**config.mk**
```make
export PLATFORM = sky130hd
export DESIGN_NAME = sbs_decoder
export DESIGN_NICKNAME = d
export VERILOG_FILES = /design/src/rtl/sc_pkg.sv /design/src/rtl/sbs_popcount.sv /design/src/rtl/sbs_decoder.sv
export SDC_FILE = /design/constraint.sdc
export NUM_CORES = 1
export LEC_CHECK = 0
export ABC_AREA = 0
export CAP_MARGIN = 20
export CORE_UTILIZATION = 45
export DETAILED_ROUTE_END_ITERATION = 10
export PLACE_DENSITY_LB_ADDON = 0.08
export RECOVER_POWER = 50
export SKIP_LAST_GASP = 1
export SLEW_MARGIN = 30
export SYNTH_ARGS = -nofsm -noshare
export SYNTH_HDL_FRONTEND = slang
export SYNTH_SLANG_ARGS = --single-unit
```
**constraint.sdc**
```tcl
create_clock -name clk_i -period 1.8 [get_ports clk_i]
set_clock_uncertainty 0.15 [all_clocks]
set_input_delay 0.36 -clock clk_i [delete_from_list [all_inputs] [get_ports clk_i]]
set_output_delay 0.36 -clock clk_i [all_outputs]
set_load 0.02 [all_outputs]
```
**src/rtl/sc_pkg.sv**
```systemverilog
// rtl/sc_pkg.sv - shared stochastic-computing types and widths for sng / sbs_decoder
package sc_pkg;

    typedef enum logic [1:0] {
        IDLE  = 2'd0,
        COUNT = 2'd1,
        DONE  = 2'd2
    } sbs_dec_state_t;

    localparam int SC_N_BITS = 8;
    localparam int SC_LEN    = 255;

endpackage

```
**src/rtl/sbs_popcount.sv**
```systemverilog
// rtl/sbs_popcount.sv - combinational ones-count of a LANES-bit slice
module sbs_popcount #(
    parameter int LANES = 1
) (
    input  logic [LANES-1:0]           bits_i,
    output logic [$clog2(LANES+1)-1:0] count_o
);

    localparam int CW = $clog2(LANES + 1);

    always_comb begin
        count_o = '0;
        for (int i = 0; i < LANES; i++) begin
            count_o = count_o + CW'(bits_i[i]);
        end
    end

endmodule

```
**src/rtl/sbs_decoder.sv**
```systemverilog
// rtl/sbs_decoder.sv - stochastic bitstream to binary converter; SBS_DEC_BIPOLAR_EN selects bipolar output
module sbs_decoder
    import sc_pkg::*;
#(
    parameter int N_BITS = SC_N_BITS,
    parameter int LEN    = SC_LEN,
    parameter int LANES  = 1
) (
    input  logic              clk_i,
    input  logic              rst_ni,
    input  logic              start_i,
    input  logic [LEN-1:0]    sbs_i,
    output logic              busy_o,
    output logic              done_o,
    output logic [N_BITS:0]   result_o
);

    localparam int BEATS = LEN / LANES;
    localparam int BW    = (BEATS > 1) ? $clog2(BEATS) : 1;
    localparam int PCW   = $clog2(LANES + 1);

    sbs_dec_state_t    state_q, state_d;
    logic [LEN-1:0]    shreg_q, shreg_d;
    logic [N_BITS-1:0] count_q, count_d, sum;
    logic [BW-1:0]     beat_q, beat_d;
    logic [N_BITS:0]   result_q, result_d;
    logic [PCW-1:0]    pop;
    logic              accept, last_beat;

    // Unipolar: ones count. Bipolar: 2*count - LEN in two's complement.
    function automatic logic [N_BITS:0] fmt(input logic [N_BITS-1:0] c);
`ifdef SBS_DEC_BIPOLAR_EN
        return {c, 1'b0} - (N_BITS+1)'(LEN);
`else
        return {1'b0, c};
`endif
    endfunction

    sbs_popcount #(.LANES(LANES)) u_popcount (
        .bits_i  (shreg_q[LANES-1:0]),
        .count_o (pop)
    );

    assign sum       = count_q + N_BITS'(pop);
    assign last_beat = (beat_q == BW'(BEATS - 1));
    assign accept    = start_i && (state_q != COUNT);

    always_ff @(posedge clk_i or negedge rst_ni) begin
        if (!rst_ni) begin
            state_q  <= IDLE;
            shreg_q  <= '0;
            count_q  <= '0;
            beat_q   <= '0;
            result_q <= '0;
        end else begin
            state_q  <= state_d;
            shreg_q  <= shreg_d;
            count_q  <= count_d;
            beat_q   <= beat_d;
            result_q <= result_d;
        end
    end

    always_comb begin
        state_d = state_q;
        case (state_q)
            IDLE:    if (start_i)   state_d = COUNT;
            COUNT:   if (last_beat) state_d = DONE;
            DONE:    if (start_i)   state_d = COUNT;
            default:                state_d = IDLE;
        endcase
    end

    always_comb begin
        shreg_d  = shreg_q;
        count_d  = count_q;
        beat_d   = beat_q;
        result_d = result_q;
        if (accept) begin
            shreg_d = sbs_i;
            count_d = '0;
            beat_d  = '0;
        end else if (state_q == COUNT) begin
            shreg_d = shreg_q >> LANES;
            count_d = sum;
            beat_d  = beat_q + 1'b1;
            if (last_beat) begin
                result_d = fmt(sum);
            end
        end
    end

    always_comb begin
        busy_o   = (state_q == COUNT);
        done_o   = (state_q == DONE);
        result_o = result_q;
    end

endmodule
```
# --- Yosys cells after proc, flatten, opt, wreduce, memory -nomap -nowiden ---
# Index checks and enable logic that the tools add are counted.
word_totals:
  reg_bits: 281
op_classes:
  mux: 9
  eq_ne: 6
  n_reduce_logical: 6
  add_sub_neg: 2
  n_bitwise: 1
op_table:
  columns: ["cell", "n"]
  rows:
  - ["$mux W255", 2]
  - ["$mux W8", 4]
  - ["$add A8 B1 Y8", 1]
  - ["$add A8 B1 Y8 const B", 1]
  - ["$eq A8 B8 Y1 const B", 1]
  - ["$ne A2 B1 Y1 const B", 3]
  - ["$mux W2", 2]
  - ["$pmux W2 S2", 1]
  - ["$reduce_and A3 Y1", 1]
  - ["$eq A2 B1 Y1 const B", 1]
  - ["$eq A2 B2 Y1 const B", 1]
  - ["$logic_not A2 Y1", 1]
  - ["$reduce_and A2 Y1", 1]
  - ["$reduce_bool A2 Y1", 1]
  - ["$reduce_or A2 Y1", 1]
  - ["$logic_and A1 B1 Y1", 1]
  - ["$not A1 Y1", 1]

# --- Longest topological paths before layout ---
# Gate-level depths: netlist (run 1).
depth:
  word_depth: 4
  depth_mapped: 9

# --- Cells and area by module ---
# From an unflattened synthesis (run 1), not the netlist that was laid out.
hier_totals:
  cells_unflattened: 1232
  hier_area_um2: 12867.3
modules_own_cells:
  columns: ["mod", "n_inst", "cells_each", "seq_area_each_um2", "area_per_inst_um2"]
  rows:
  - ["sbs_decoder", 1, 1231, 7031.7, 12859.8]
  - ["sbs_popcount", 1, 1, 0.0, 7.5]

# --- Least setup slack after synthesis (run 1) ---
# Ideal clock, no wire load.
synth_timing:
  path_kind: "register to output"
  from: "register state_q[1]"
  to: "output busy_o"
  required_time_ps: 1290
  path_slack_ps: 134
  arrival_ps: 1156
  path_stages_with_launch: 7
  n_path_buf: 4
  path_cell_list: "dfrtp_1 > nand2b_1 > buf_6 > inv_6 > buf_6 > buf_8 > buf_2"
synth_between:
  elab_chain_cells: 1
synth_rtl:
  columns: ["item", "line", "source"]
  rows:
  - ["from (decl)", "sbs_decoder.sv:22", "sbs_dec_state_t state_q, state_d;"]
  - ["from (signal assigned)", "sbs_decoder.sv:56", "state_q <= state_d;"]
  - ["$eq A2 B1 Y1", "sbs_decoder.sv:94", "busy_o = (state_q == COUNT);"]
  - ["to (decl)", "sbs_decoder.sv:13", "output logic busy_o,"]
# No other way between the ends.

# --- Final worst setup path (run 1) ---
layout_timing:
  from: "register state_q[0]"
  to: "output busy_o"
# The elaborated chain is that of the path after synthesis.

==> results of run 1 <==
tightest hold or removal path: cells and delay by family:
family,cells,cell delay (ps)
compound gates,1,90
mux,1,140
buf+inv,1,130
cells in the mapped netlist, types with 2 or more instances:
library cell	n
buf_4	13
nand4_1	3
xnor2_1	4
mux2_2	2
mux2i_1	257
o21ai_0	271
xor2_1	2
dfrtp_1	281
inv_1	3
and3_1	5
o21ai_1	2
nand3_1	7
clkbuf_1	26
a21oi_1	7
buf_2	37
ha_1	4
a31oi_1	3
buf_6	12
nor2_1	10
nand2_1	266
per-stage QoR:
stage / hold WS [ps] / instances / worst slack (ps) / power, mW
finish: 88.5 / 1895 / 24.9 / 13.8
global route: 110 / 1895 / -38.5 / 14.3
CTS: 63.3 / 1893 / -239 / 14.0
detailed placement: 103 / 1837 / -1.35 / 7.70
global placement: 105 / 1837 / -4.18 / 7.71
floorplan: -85.6 / 1228 / 134 / 6.83
repair_timing:
item                                    4_1_cts  5_1_grt
setup buffers                                 0        0
gates resized for setup                      25       19
hold buffers                                  1        0
pin swaps                                     0        0
gates cloned                                  1        1
hold endpoints to repair                    281        0
endpoints found under the setup margin       12      241
flip-flops by register name (all words and copies together), names as in the netlist:
register / cells
beat_q: 8
count_q: 8
result_o: 8
shreg_q: 255
state_q: 2
metal layers:
| metal | share of wire (%) | wire length (µm) |
|---|---|---|
| met1 | 46 | 13400 |
| met2 | 47 | 13800 |
| met4 | 2.1 | 615 |
| met5 | 0 | 0 |
| met3 | 5.4 | 1600 |
cell type report:
type | instances | area, µm² | area share, %
multi-input cells | 853 | 5340 | 30.7
well taps | 378 | 473 | 2.72
repair buffers | 324 | 3480 | 20.0
diodes | 1 | 2.50 | 0.0144
inverters | 4 | 27.5 | 0.159
flip-flops and latches | 281 | 7030 | 40.5
clock inverters | 9 | 100 | 0.577
clock buffers | 45 | 908 | 5.23
where the power goes:
group          internal (mW)  leakage (nW)  switching (mW)  total [mW]
combinational          0.782          5.09           0.466        1.25
sequential              6.32          2.83        0.000657        6.32
clock                   3.75         0.495            2.46        6.21
total                   10.8          8.41            2.93        13.8
cell families after synthesis:
kind of cell | after synthesis | synth area share, %
other | 1 | 0.0290
buffers and inverters | 94 | 4.42
multiplexers | 259 | 20.1
flip-flops | 281 | 54.4
AND/OR/NAND/NOR | 297 | 9.08
XOR/XNOR | 6 | 0.407
AO/OA/AOI/OAI | 286 | 11.2
adder cells (fa/ha/maj) | 4 | 0.387
path summary, 6_finish.rpt:
kind	start	endpoint	slack, ps	cells after the start
setup / recovery	state_q[0]$_DFFE_PN0P_	busy_o	20	3
hold / removal	start_i	shreg_q[60]$_DFFE_PN0P_	90	3
setup reg to reg	state_q[0]$_DFFE_PN0P_	shreg_q[111]$_DFFE_PN0P_	150	6
hold reg to reg	shreg_q[148]$_DFFE_PN0P_	shreg_q[147]$_DFFE_PN0P_	320	2
max in group asynchronous	rst_ni	shreg_q[18]$_DFFE_PN0P_	190	3
min in group asynchronous	rst_ni	shreg_q[181]$_DFFE_PN0P_	350	2
==> flow_summary.toml, run 1 <==
[final_layout]
layout_common_cells = "dfrtp_1, o21ai_0, nand2_1, mux2i_1, clkdlybuf4s50_1"
final_common_cell = "dfrtp_1"
post-route-util_pct = 62.0
drive_gt1_share_pct = 8.25
fillers = 2324
area_delta_synth_final_pct = 34.4
layout.nets = 1757
stdcell_area_um2 = 17400

[critical_path]
crit_path_max_fanout = 3
crit_buf_inv = 2
critPathMaxStageDelay_ps = 440
crit_type = "reg -> out"
critPathCaptureType = "output port"
critical-path-top-delay-family = "flip-flops"
cp.required_ps = 1290
crit_arrival_ps = 1270
slowest_stage = "dfrtp_2"
startpoint_type = "register"
crit_chain = "nand2b_4 -> clkinv_8 -> buf_6"

[timing]
rsz0062_at_grt = "true"
worstMarginPinSlew_ps = 936
fin_tns_setup_ps = 0
drv_slew = 0
slew_headroom_pct = 37.6
hold_viol_final = 0
final-setup-viol-count = 0
post-route-min-period_ps = 1780
min_period_over_period_pct = 98.6
fmax_ghz = 0.563

[die]
start_util_pct = 46.1
die_w_um = 171
io_pins = 269
coreArea_um2 = 28000
fp.dieH_um = 171
dieArea_um2 = 29400
fp-row-count = 61

[global_routing]
busiest_layer = "met2"
grtUsageMet2_pct = 32.6
use_met3_pct = 4.26
use_met1_pct = 28.1
antenna_found_initial = 1
grt_use_total_pct = 20.3
grt_pass1_wl_mm = 48.0
grt_max_degree = 72
grt_pass1_vias = 9549
gr-total-overflow = 0

[detailed_routing]
vias = 9555
drt-initial-drc-count = 488
drtAntennaViolNets = 0
totalWireLength_mm = 29.4
drcViolationCount = 0
avgViaCountPerCell = 5.04
wire_per_inst_um = 15.5
drt-pass1-iter-count = 4

[clock_network]
cts_tree = "built"
h-tree-depth = 1
root_buffer = "clkbuf_16"
clockBufferDepth = 3
clkTransAtPathRegs_ps = 60
cts_made_buffers = 31
clk_latency_ps = 540
clock-sinks = 281

[logic_synthesis]
synthFlopType = "dfrtp_1"
syn_area_um2 = 12900
synth_top_area_share_pct = 54.4
synth_nets = 1490
synth_top_area_cell = "dfrtp_1"
async_flop_share_pct = 100
synth_top_cells_by_area = "dfrtp_1, mux2i_1, o21ai_0"
yosys_register_bits = 281
yosysSeqAreaShare_pct = 54.4
syn_inst = 1228
synth_edf_count = 0
synth_cell_type_count = 33
yosys_warnings = 0
synth_area_per_cell_um2 = 10.5

[pwr]
p_per_area_nw_per_um2 = 794
power.leakage_nw = 8.41
irDropWorstVdd_mv = 0.688

[placement]
place_area_um2 = 16300
globalplace.congestion = 0.746
numPortBuffers = 267
post-dp-hpwl_mm = 20.2

[run]
max_cap_violations = 0

[worst_hold_path]
min_path_type = "in -> reg"

[run_status]
outcome = "completed"
Power figures use the tool's default switching activity.
==> run 2: changes to the inputs <==
CORE_UTILIZATION = 35   (was 45)
==> run 2 against run 1 <==
Net effect: first-iteration DRC count is 20% lower; wire length is 3.9% higher; setup slack better by 23 ps; total power is 7.7% higher; sequential cell count stayed put; register-to-register slack worse by 40 ps; die area is 28% higher; fmax is 1.3% higher; critical path depth is 1 lower; critical path type unchanged; critical endpoint is now done_o.
==> flow_summary.toml, run 2 (synthesis gave the netlist of run 1 again) <==
[placement]
place_area_um2 = 16200
post-dp-hpwl_mm = 21.0
globalplace.congestion = 0.744
numPortBuffers = 267

[die]
dieArea_um2 = 37700
fp.dieH_um = 194
io_pins = 269
start_util_pct = 35.5
fp-row-count = 70
die_w_um = 194
coreArea_um2 = 36400

[critical_path]
r2r_cells = 5
crit_chain = "nor2b_2 -> buf_6"
crit_type = "reg -> out"
crit_buf_inv = 1
r2r_end = "result_o[0]$_DFFE_PN0P_"
critical-path-top-delay-family = "flip-flops"
crit_arrival_ps = 1240
startpoint_type = "register"
r2r_start = "beat_q[0]$_DFFE_PN0P_"
crit_path_max_fanout = 3
slowest_stage = "dfrtp_1"
cp.required_ps = 1290
critPathCaptureType = "output port"
critPathMaxStageDelay_ps = 420
regToRegSetupSlack_ps = 110

[pwr]
p_per_area_nw_per_um2 = 852
power_mw = 14.8
irDropWorstVdd_mv = 0.527
power.leakage_nw = 8.38

[final_layout]
drive_gt1_share_pct = 7.80
stdcell_area_um2 = 17400
fillers = 3412
post-route-util_pct = 47.8
layout.nets = 1750
regMostFlops = "shreg_q"
largest_reg_flops = 255
diodes = 0
final_common_cell = "dfrtp_1"
layout_common_cells = "dfrtp_1, o21ai_0, nand2_1, mux2i_1, clkdlybuf4s50_1"
area_delta_synth_final_pct = 34.8

[run_status]
outcome = "completed"

[clock_network]
clockBufferDepth = 3
cts_tree = "built"
h-tree-depth = 2
clk_latency_ps = 490
clock-sinks = 281
cts_made_buffers = 34
root_buffer = "clkbuf_16"
clkTransAtPathRegs_ps = 50

[timing]
post-route-min-period_ps = 1750
hold_viol_final = 0
min_period_over_period_pct = 97.3
fmax_ghz = 0.571
rsz0062_at_grt = "true"
final-setup-viol-count = 0
fin_tns_setup_ps = 0
drv_slew = 0
slew_headroom_pct = 44.6
worstMarginPinSlew_ps = 830

[detailed_routing]
route.layer.met1.wl_mm = 14.4
drcViolationCount = 0
wire_per_inst_um = 15.4
vias = 9403
drtAntennaViolNets = 0
dr_wl_met2_mm = 14.0
wl_met3_mm = 1.78
avgViaCountPerCell = 4.75
totalWireLength_mm = 30.5
drt-initial-drc-count = 390
top_layer_used = "met4"
drt-pass1-iter-count = 5

[run]
max_cap_violations = 0

[worst_hold_path]
min_path_type = "in -> reg"
holdPathStages = 3
whs_endpoint = "shreg_q[47]$_DFFE_PN0P_"
worstHoldStart = "start_i"

[global_routing]
grt_use_total_pct = 16.3
grt_max_degree = 92
grt_pass1_wl_mm = 50.1
antenna_found_initial = 0
gr-total-overflow = 0
grt_pass1_vias = 9489
[run 2: changes by cell type in the layout (fill, tap and decap cells not counted), sizes merged]
| cell | previous run | this run |
|---|---|---|
| dlygate4sd2 | 1 | 2 |
| clkinv | 6 | 4 |
| buf | 55 | 39 |
| clkbuf | 53 | 69 |
| bufbuf | 1 | 0 |
| clkinvlp | 2 | 0 |
| diode | 1 | 0 |
| bufinv | 2 | 3 |
[run 2: worst max path at each step]
stage / to / depth (start not counted) / slack (ps) / start
floorplan: busy_o / 6 / 130 / state_q[1]$_DFFE_PN0P_
global placement: shreg_q[99]$_DFFE_PN0P_ / 5 / -8 / state_q[1]$_DFFE_PN0P_
detailed placement: shreg_q[117]$_DFFE_PN0P_ / 5 / -30 / state_q[1]$_DFFE_PN0P_
CTS: busy_o / 3 / -250 / state_q[1]$_DFFE_PN0P_
global route: busy_o / 3 / -20 / state_q[0]$_DFFE_PN0P_
finish: done_o / 2 / 50 / state_q[0]$_DFFE_PN0P_
[run 2: where the power goes]
group	total, mW	switching, mW	internal [mW]
registers	6.32	0.000590	6.32
clock network	7.29	2.60	4.69
logic	1.23	0.474	0.757
[run 2: cell type report]
cell class	count	area (µm²)	area share [%]
clock inverters	6	105	0.603
flip-flops and latches	281	7030	40.4
inverters	4	27.5	0.158
repair buffers	314	3200	18.4
clock buffers	55	1120	6.45
well taps	468	586	3.36
multi-input cells	853	5340	30.7
[run 2: timing repair]
action	4_1_cts	5_1_grt
hold buffers	1	0
resized for setup	21	19
pin swaps	0	1
buffers inserted	0	1
setup endpoints to repair	28	121
hold endpoints to repair	229	0
[run 2: worst min-delay path, cell delays in order]
cell	delay [ps]
buf_8	150
mux2i_1	150
o21ai_0	80
[run 2: per-layer routing]
metal / vias to the layer above / GRT usage (%)
met1: 4439 / 22.4
met3: 34 / 4.14
li1: 4748 / -
met2: 182 / 25.7
met4: 0 / 3.73
met5: - / 0
[run 2: per-stage QoR]
step | cells | hold slack (ps) | worst slack [ps]
final | 1981 | 143 | 48.3
after global routing | 1981 | 138 | -16.4
after CTS | 1980 | 128 | -253
after detailed placement | 1918 | 126 | -31.6
after global placement | 1918 | 132 | -7.85
after floorplan | 1228 | -85.6 | 134
